[config.mk]
export PLATFORM = sky130hd
export DESIGN_NAME = uart_rx_ctrl_flat
export DESIGN_NICKNAME = d
export VERILOG_FILES = /design/src/rtl/uart_rx_ctrl_if.sv /design/src/rtl/uart_rx_ctrl.sv /design/src/flat_wrapper.sv
export SDC_FILE = /design/constraint.sdc
export NUM_CORES = 1
export LEC_CHECK = 0
export ABC_AREA = 1
export CAP_MARGIN = 20
export CORE_MARGIN = 1
export CORE_UTILIZATION = 50
export CTS_CLUSTER_DIAMETER = 150
export DETAILED_ROUTE_END_ITERATION = 6
export PLACE_DENSITY = 0.75
export SYNTH_ARGS = -nofsm -noshare
export SYNTH_HDL_FRONTEND = slang
export SYNTH_SLANG_ARGS = --single-unit
[constraint.sdc]
create_clock -name clk -period 2.73 [get_ports clk]
set_input_delay 0.273 -clock clk [delete_from_list [all_inputs] [get_ports clk]]
set_output_delay 0.273 -clock clk [all_outputs]
set_load 0.05 [all_outputs]
[src/rtl/uart_rx_ctrl_if.sv]
// uart_rx_ctrl_if: rx pin, baud generator handshake and consumer byte port of the UART receiver
interface uart_rx_ctrl_if #(parameter int DW = 8);
    logic          rx;
    logic          baud_tick;
    logic          baud_ena;
    logic [DW-1:0] data;
    logic          valid;
    logic          rcv;
    logic          data_ack;
    logic          frame_err;
    logic          overrun;
    modport master (input rx, baud_tick, data_ack, output baud_ena, data, valid, rcv, frame_err, overrun);
    modport slave (output rx, baud_tick, data_ack, input baud_ena, data, valid, rcv, frame_err, overrun);
endinterface

[src/rtl/uart_rx_ctrl.sv]
// uart_rx_ctrl: 8N1 receive controller sequencing baudgen_rx and holding bytes until acked
module uart_rx_ctrl #(
    parameter int DW          = 8,
    parameter int SYNC_STAGES = 2
) (
    input  logic clk,
    input  logic rstn,
    uart_rx_ctrl_if.master bus
);
    localparam int BW = $clog2(DW + 1);
    typedef enum logic [1:0] {IDLE, START, DATA, STOP} state_t;
    state_t                 state, state_n;
    logic [SYNC_STAGES-1:0] sync;
    logic                   rx_s, rx_s_d, start_edge;
    logic [BW-1:0]          bitcnt, bitcnt_n;
    logic [DW-1:0]          shreg, shreg_n;
    logic [DW:0]            sh;
    logic                   commit, ferr;
    assign rx_s       = sync[SYNC_STAGES-1];
    assign start_edge = rx_s_d & ~rx_s;
    assign sh         = {rx_s, shreg} >> 1;
    always_comb begin
        state_n  = state;
        bitcnt_n = bitcnt;
        shreg_n  = shreg;
        commit   = 1'b0;
        ferr     = 1'b0;
        case (state)
            IDLE:  state_n = start_edge ? START : IDLE;
            START: if (bus.baud_tick) begin
                state_n  = rx_s ? IDLE : DATA;
                bitcnt_n = '0;
            end
            DATA:  if (bus.baud_tick) begin
                shreg_n  = sh[DW-1:0];
                bitcnt_n = bitcnt + 1'b1;
                state_n  = (bitcnt == BW'(DW - 1)) ? STOP : DATA;
            end
            default: if (bus.baud_tick) begin
                state_n = IDLE;
                commit  = rx_s;
                ferr    = ~rx_s;
            end
        endcase
    end
    always_ff @(posedge clk) begin
        if (!rstn) begin
            state         <= IDLE;
            sync          <= '1;
            rx_s_d        <= 1'b1;
            bitcnt        <= '0;
            shreg         <= '0;
            bus.baud_ena  <= 1'b0;
            bus.data      <= '0;
            bus.valid     <= 1'b0;
            bus.rcv       <= 1'b0;
            bus.frame_err <= 1'b0;
            bus.overrun   <= 1'b0;
        end else begin
            state         <= state_n;
            sync          <= {sync[SYNC_STAGES-2:0], bus.rx};
            rx_s_d        <= rx_s;
            bitcnt        <= bitcnt_n;
            shreg         <= shreg_n;
            bus.baud_ena  <= state_n != IDLE;
            bus.data      <= commit ? shreg : bus.data;
            bus.valid     <= commit | (bus.valid & ~bus.data_ack);
            bus.rcv       <= commit;
            bus.frame_err <= ferr;
            // an ack in the commit cycle consumes the old byte, so no overrun
            bus.overrun   <= (commit & bus.valid & ~bus.data_ack) | (bus.overrun & ~bus.data_ack);
        end
    end
endmodule

[src/flat_wrapper.sv]
// flat-port wrapper written by rule: the top's interface ports become plain ports
module uart_rx_ctrl_flat 
#(
    parameter int DW          = 8,
    parameter int SYNC_STAGES = 2
)
  (clk, rstn, bus_rx, bus_baud_tick, bus_data_ack, bus_baud_ena, bus_data, bus_valid, bus_rcv, bus_frame_err, bus_overrun);
  uart_rx_ctrl_if #(.DW(DW)) bus_i ();
  input  logic clk;
  input  logic rstn;
  input wire logic [$bits(bus_i.rx)-1:0] bus_rx;
  input wire logic [$bits(bus_i.baud_tick)-1:0] bus_baud_tick;
  input wire logic [$bits(bus_i.data_ack)-1:0] bus_data_ack;
  output wire logic [$bits(bus_i.baud_ena)-1:0] bus_baud_ena;
  output wire logic [$bits(bus_i.data)-1:0] bus_data;
  output wire logic [$bits(bus_i.valid)-1:0] bus_valid;
  output wire logic [$bits(bus_i.rcv)-1:0] bus_rcv;
  output wire logic [$bits(bus_i.frame_err)-1:0] bus_frame_err;
  output wire logic [$bits(bus_i.overrun)-1:0] bus_overrun;
  assign bus_i.rx = bus_rx;
  assign bus_i.baud_tick = bus_baud_tick;
  assign bus_i.data_ack = bus_data_ack;
  assign bus_baud_ena = bus_i.baud_ena;
  assign bus_data = bus_i.data;
  assign bus_valid = bus_i.valid;
  assign bus_rcv = bus_i.rcv;
  assign bus_frame_err = bus_i.frame_err;
  assign bus_overrun = bus_i.overrun;
  uart_rx_ctrl #(.DW(DW), .SYNC_STAGES(SYNC_STAGES)) u_core (.clk(clk), .rstn(rstn), .bus(bus_i));
endmodule
# ---- Word-level counts from Yosys, hierarchy flattened
# Index checks and enable logic that the tools add are counted.
# Widths: inputs -> output; s select.
dict set report totals {
  out_inout_bits 13
  inputBits 5
  ff_bits 30
  elab_cells 47
}
dict set report classes {
  n_addsub 1
  muxes 12
  eq_ne 5
  n_bitwise 11
  reduce_logical 7
}
# cell n
set ops {}
lappend ops {{$mux 2} 4}
lappend ops {{$mux 4} 2}
lappend ops {{$pmux 4 s2} 1}
lappend ops {{$pmux 2 s3} 1}
lappend ops {{$and 1x1->1} 5}
lappend ops {{$reduce_or 5->1} 1}
lappend ops {{$add 4x1->4 const B} 1}
lappend ops {{$eq 4x3->1 const B} 1}
lappend ops {{$mux 1} 4}
lappend ops {{$ne 2x2->1 const B} 2}
lappend ops {{$not 1->1} 4}
lappend ops {{$reduce_bool 2->1} 2}
lappend ops {{$reduce_and 3->1} 1}
lappend ops {{$reduce_or 3->1} 1}
lappend ops {{$eq 2x1->1 const B} 1}
lappend ops {{$eq 2x2->1 const B} 1}
lappend ops {{$logic_not 2->1} 1}
lappend ops {{$or 1x1->1} 2}
lappend ops {{$reduce_and 2->1} 1}

# ---- Logic depth before layout (Yosys ltp)
dict set report logic_depth {
  ltp_word 6
  mapped_depth 7
  ltp_nobuf 7
}

# ---- Least setup slack after synthesis
# OpenSTA, ideal clock, no wires.
dict set report synth_timing {
  kind {register to register}
  start {register u_core.state[1]}
  end {register u_core.bus.data[0]}
  required_ns 2.614
  setup_ns 0.116
  period_less_slack_ns 1.015
  t_arrival_ns 0.900
  slack_ns 1.715
  stages_incl_launch_ff 7
  path_buffers 1
  cell_sequence {dfxtp_1 -> nand2_2 -> inv_2 -> nand3_2 -> buf_6 -> o21ai_0 -> nor2_1}
}
dict set report synth_via {
  elab_chain_len 3
  elab_cells_between_ends 5
  classes_between {eq/ne (2); mux (1); reduce/logical (2)}
}
# item line_no
set synth_rtl {}
lappend synth_rtl {{from (decl)} uart_rx_ctrl.sv:12} ;# state_t state, state_n;
lappend synth_rtl {{from (signal assigned)} uart_rx_ctrl.sv:60} ;# state <= state_n;
lappend synth_rtl {{$eq 2x1->1, or another cell as far along} uart_rx_ctrl.sv:28} ;# case (state)
lappend synth_rtl {{$reduce_or 3->1 (no source line) *} n/a}
lappend synth_rtl {{$mux 1 *} uart_rx_ctrl.sv:28}
lappend synth_rtl {{to (signal assigned)} uart_rx_ctrl.sv:66} ;# bus.data <= commit ? shreg : bus.data;
lappend synth_rtl {{to (decl)} uart_rx_ctrl_if.sv:12} ;# modport master (input rx, baud_tick, data_ack, output baud_ena, data, valid, rcv, frame_err, overrun);
# Mark *: on every way between the ends. The rest lies on a longest branch, timed or not.
# A chain may end at the register's enable or synchronous reset.

# ---- Worst setup path in the final report
dict set report layout_timing {
  start {register u_core.bus.valid}
  end {output port bus_valid}
}
# item line_no
set layout_lines {}
lappend layout_lines {{from (decl)} uart_rx_ctrl_if.sv:12}
lappend layout_lines {{from (signal assigned)} uart_rx_ctrl.sv:67} ;# bus.valid <= commit | (bus.valid & ~bus.data_ack);
lappend layout_lines {{to (decl)} flat_wrapper.sv:16} ;# output wire logic [$bits(bus_i.valid)-1:0] bus_valid;
# No word-level cell between the ends.

==> run_summary.xml <==
<?xml version="1.0" encoding="UTF-8"?>
<metrics>
  <group name="global_routing">
    <metric name="grt_start_max_net_pins" unit="">16</metric>
    <metric name="first_global_vias" unit="">816</metric>
    <metric name="globalRouteTotalUtil" unit="">0.195</metric>
    <metric name="grt.overflow.total" unit="">0</metric>
    <metric name="grt_antenna_before_repair" unit="">0</metric>
    <metric name="grt_first_pass_wirelength" unit="mm">3.43</metric>
  </group>
  <group name="worst_hold_path">
    <metric name="holdPathStages" unit="">1</metric>
    <metric name="whs_endpoint" unit="">u_core.sync[1]</metric>
    <metric name="worst_hold_startpoint" unit="">u_core.sync[0]</metric>
    <metric name="hold_path_class" unit="">flip-flop to flip-flop</metric>
  </group>
  <group name="timing">
    <metric name="worst_clock_skew" unit="ns">0.0120</metric>
    <metric name="worst_slew_margin_relative_to_its_limit" unit="">0.669</metric>
    <metric name="setup_viol" unit="">0</metric>
    <metric name="slew_viol_final" unit="">0</metric>
    <metric name="finalSetupTns" unit="ns">0</metric>
    <metric name="rsz0062_at_grt" unit="">false</metric>
    <metric name="fin_crit_sh" unit="">0.645</metric>
    <metric name="final.min_clock_period" unit="ns">1.76</metric>
    <metric name="worst_pin_slew" unit="ns">0.495</metric>
    <metric name="hold_violations" unit="">0</metric>
    <metric name="clock.fmax" unit="GHz">0.568</metric>
  </group>
  <group name="setup_path">
    <metric name="critPathCaptureType" unit="">primary output</metric>
    <metric name="critPathMaxStageDelay" unit="ns">0.81</metric>
    <metric name="critPathMaxFanout" unit="">3</metric>
    <metric name="timing.critical_path.from_type" unit="">flip-flop</metric>
    <metric name="reg2regPathDepth" unit="">6</metric>
    <metric name="worst-endpoint-required" unit="ns">2.46</metric>
    <metric name="worst-path-buf-inv" unit="">1</metric>
    <metric name="timing.setup.critical_path_class" unit="">flip-flop to primary output</metric>
    <metric name="crit_chain" unit="">clkdlybuf4s50_1</metric>
    <metric name="cpLargestDelayFamily" unit="">buffers and inverters</metric>
    <metric name="critical_path.reg2reg.endpoint" unit="">u_core.bus.overrun</metric>
    <metric name="timing.reg2reg.setup_slack" unit="ns">1.54</metric>
    <metric name="cp_arrival" unit="ns">1.49</metric>
    <metric name="cp_slowest_cell" unit="">clkdlybuf4s50_1</metric>
    <metric name="reg2reg_from" unit="">u_core.state[1]</metric>
  </group>
  <group name="yosys">
    <metric name="syn_nets" unit="">147</metric>
    <metric name="synth_cell_types" unit="">18</metric>
    <metric name="ys_ff_latch" unit="">30</metric>
    <metric name="post_synth_inst_count" unit="">141</metric>
    <metric name="synth_top_area_share" unit="">0.535</metric>
    <metric name="synth_area_per_cell" unit="um^2">7.96</metric>
    <metric name="syn-cell-area" unit="um^2">1120</metric>
    <metric name="synth_top_area_cell" unit="">dfxtp_1</metric>
    <metric name="synth-warning-count" unit="">0</metric>
    <metric name="ys_top_cells_by_area" unit="">dfxtp_1 54%, nand2_1 10%, nor2_1 7.7%, a21oi_1 5.8%, o21ai_0 4.5%</metric>
    <metric name="ys_seq_area_frac" unit="">0.535</metric>
  </group>
  <group name="floorplan">
    <metric name="floorplan.initialDensity" unit="">0.550</metric>
    <metric name="die_height" unit="um">49.4</metric>
    <metric name="boundaryPins" unit="">18</metric>
    <metric name="die_area" unit="um^2">2440</metric>
    <metric name="floorplan.die.width" unit="um">49.4</metric>
    <metric name="number_of_rows_in_the_core_area" unit="">16</metric>
    <metric name="core_region_area" unit="um^2">2040</metric>
  </group>
  <group name="layout">
    <metric name="design.final.nets" unit="">167</metric>
    <metric name="fillerInstances" unit="">178</metric>
    <metric name="mostFrequentLayoutCells" unit="">30 x nand2_1, 30 x dfxtp_1, 23 x nor2_1, 17 x clkdlybuf4s50_1, 13 x a21oi_1</metric>
    <metric name="syn_to_final_growth" unit="%">22.7</metric>
    <metric name="drive_above_1_share" unit="">0.124</metric>
    <metric name="utilization" unit="">0.675</metric>
    <metric name="antenna_cells_inserted" unit="">0</metric>
  </group>
  <group name="cts">
    <metric name="cts_resized" unit="">0</metric>
    <metric name="cts_max_path_buffers" unit="">2</metric>
    <metric name="tritoncts_num_sinks" unit="">30</metric>
    <metric name="postCtsSetupRepairBufs" unit="">0</metric>
    <metric name="path_clk_slew" unit="ns">0.09</metric>
    <metric name="clock-root-buffer" unit="">clkbuf_4</metric>
    <metric name="cts_made_buffers" unit="">5</metric>
    <metric name="tritoncts" unit="">yes</metric>
    <metric name="cts.hold.buffers_added" unit="">0</metric>
    <metric name="htree_num_levels" unit="">2</metric>
    <metric name="insertion_delay" unit="ns">0.33</metric>
  </group>
  <group name="placement">
    <metric name="last_weighted_congestion_value_of_the_routability_driven_placer" unit="">0.763</metric>
    <metric name="port_buffers" unit="">17</metric>
    <metric name="dp_hpwl" unit="mm">1.39</metric>
  </group>
  <group name="detailed_routing">
    <metric name="drt-initial-drc-count" unit="">18</metric>
    <metric name="wl" unit="mm">1.94</metric>
    <metric name="via_count" unit="">903</metric>
    <metric name="first_drt_pass_iteration_count" unit="">4</metric>
    <metric name="routedWlPerCell" unit="um">10.3</metric>
    <metric name="avg_vias_per_cell" unit="">4.80</metric>
    <metric name="post-route-drc-count" unit="">0</metric>
    <metric name="drtAntennaViolNets" unit="">0</metric>
  </group>
  <group name="run">
    <metric name="maxCapViolCount" unit="">0</metric>
  </group>
  <group name="outcome">
    <metric name="outcome" unit="">complete, no violations</metric>
  </group>
  <group name="pwr">
    <metric name="power.density_cell_area" unit="nW/um^2">602</metric>
    <metric name="ir_worst_vdd" unit="uV">410</metric>
    <metric name="leakage" unit="uW">0.000539</metric>
  </group>
</metrics>
## cell usage after synthesis
master     n
nand4_1    1
a21oi_2    1
nor2_1    23
dfxtp_1   30
inv_2      3
nor2_4     1
nand2_1   30
o21ai_0   10
nand3_2    2
buf_6      2
o21bai_1   1
or2_2      2
nand3_1    5
inv_1     10
a21oi_1   13
buf_1      2
ha_1       1
nand2_2    4
## routing by layer
layer  wire length, um  vias up  part of all wire  GRT usage
li1                  -      482                 -          -
met3                98        4             0.051     0.0841
met2               864       18              0.45      0.315
met1               926      399              0.48      0.212
met5                 0        -                 0          0
met4                44        0             0.023      0.114
## state kept, by name (all words and copies together), names as in the netlist
signal,count
u_core.bus.frame_err,1
u_core.bus.data,8
u_core.bus.rcv,1
u_core.bitcnt,4
u_core.bus.baud_ena,1
u_core.rx_s_d,1
u_core.bus.valid,1
u_core.sync,2
u_core.bus.overrun,1
u_core.state,2
u_core.shreg,8
## logic make-up after synthesis
logic type,after synthesis,synth area share
flops,30,0.535
fa+ha+maj,1,0.0111
buf+inv,17,0.0702
compound gates,25,0.117
simple gates,68,0.266
## report_power, final
group,total (uW),internal (uW),switching (uW)
sequential,442,440,2.00
clock,360,213,147
combinational,27.4,10.6,16.8
total,830,664,166
## metrics by stage
step                      hold WS [ns]  cells  total power, uW  instance area [um^2]  worst slack [ns]
after floorplan                  0.362    141              468                  1120              1.71
after global placement           0.398    181              480                  1300             0.968
after detailed placement         0.421    181              480                  1300             0.922
after CTS                        0.442    188              840                  1380             0.941
after global routing             0.464    188              866                  1380             0.896
final                            0.448    188              830                  1380             0.968
## final cells by class
type,count,area [um^2],area share
Clock buffer,6,51.3,0.0372
Clock inverter,1,30.0,0.0218
Inverter,13,48.8,0.0354
Multi-Input combinational cell,94,443,0.322
Sequential cell,30,601,0.436
Tap cell,27,33.8,0.0245
Timing Repair Buffer,17,170,0.124
## worst max path at each step
stage	slack [ns]	startpoint	cells after the start	to
3_3_place_gp	0.97	rstn	3	u_core.sync[0]
6_report	0.97	u_core.bus.valid	1	bus_valid
3_5_place_dp	0.92	rstn	3	u_core.sync[0]
2_1_floorplan	1.71	u_core.state[1]	6	u_core.bus.data[0]
4_1_cts	0.94	u_core.bus.data[4]	1	bus_data[4]
5_1_grt	0.90	u_core.bus.valid	1	bus_valid
Note: power is estimated with default switching activity, not from simulation.
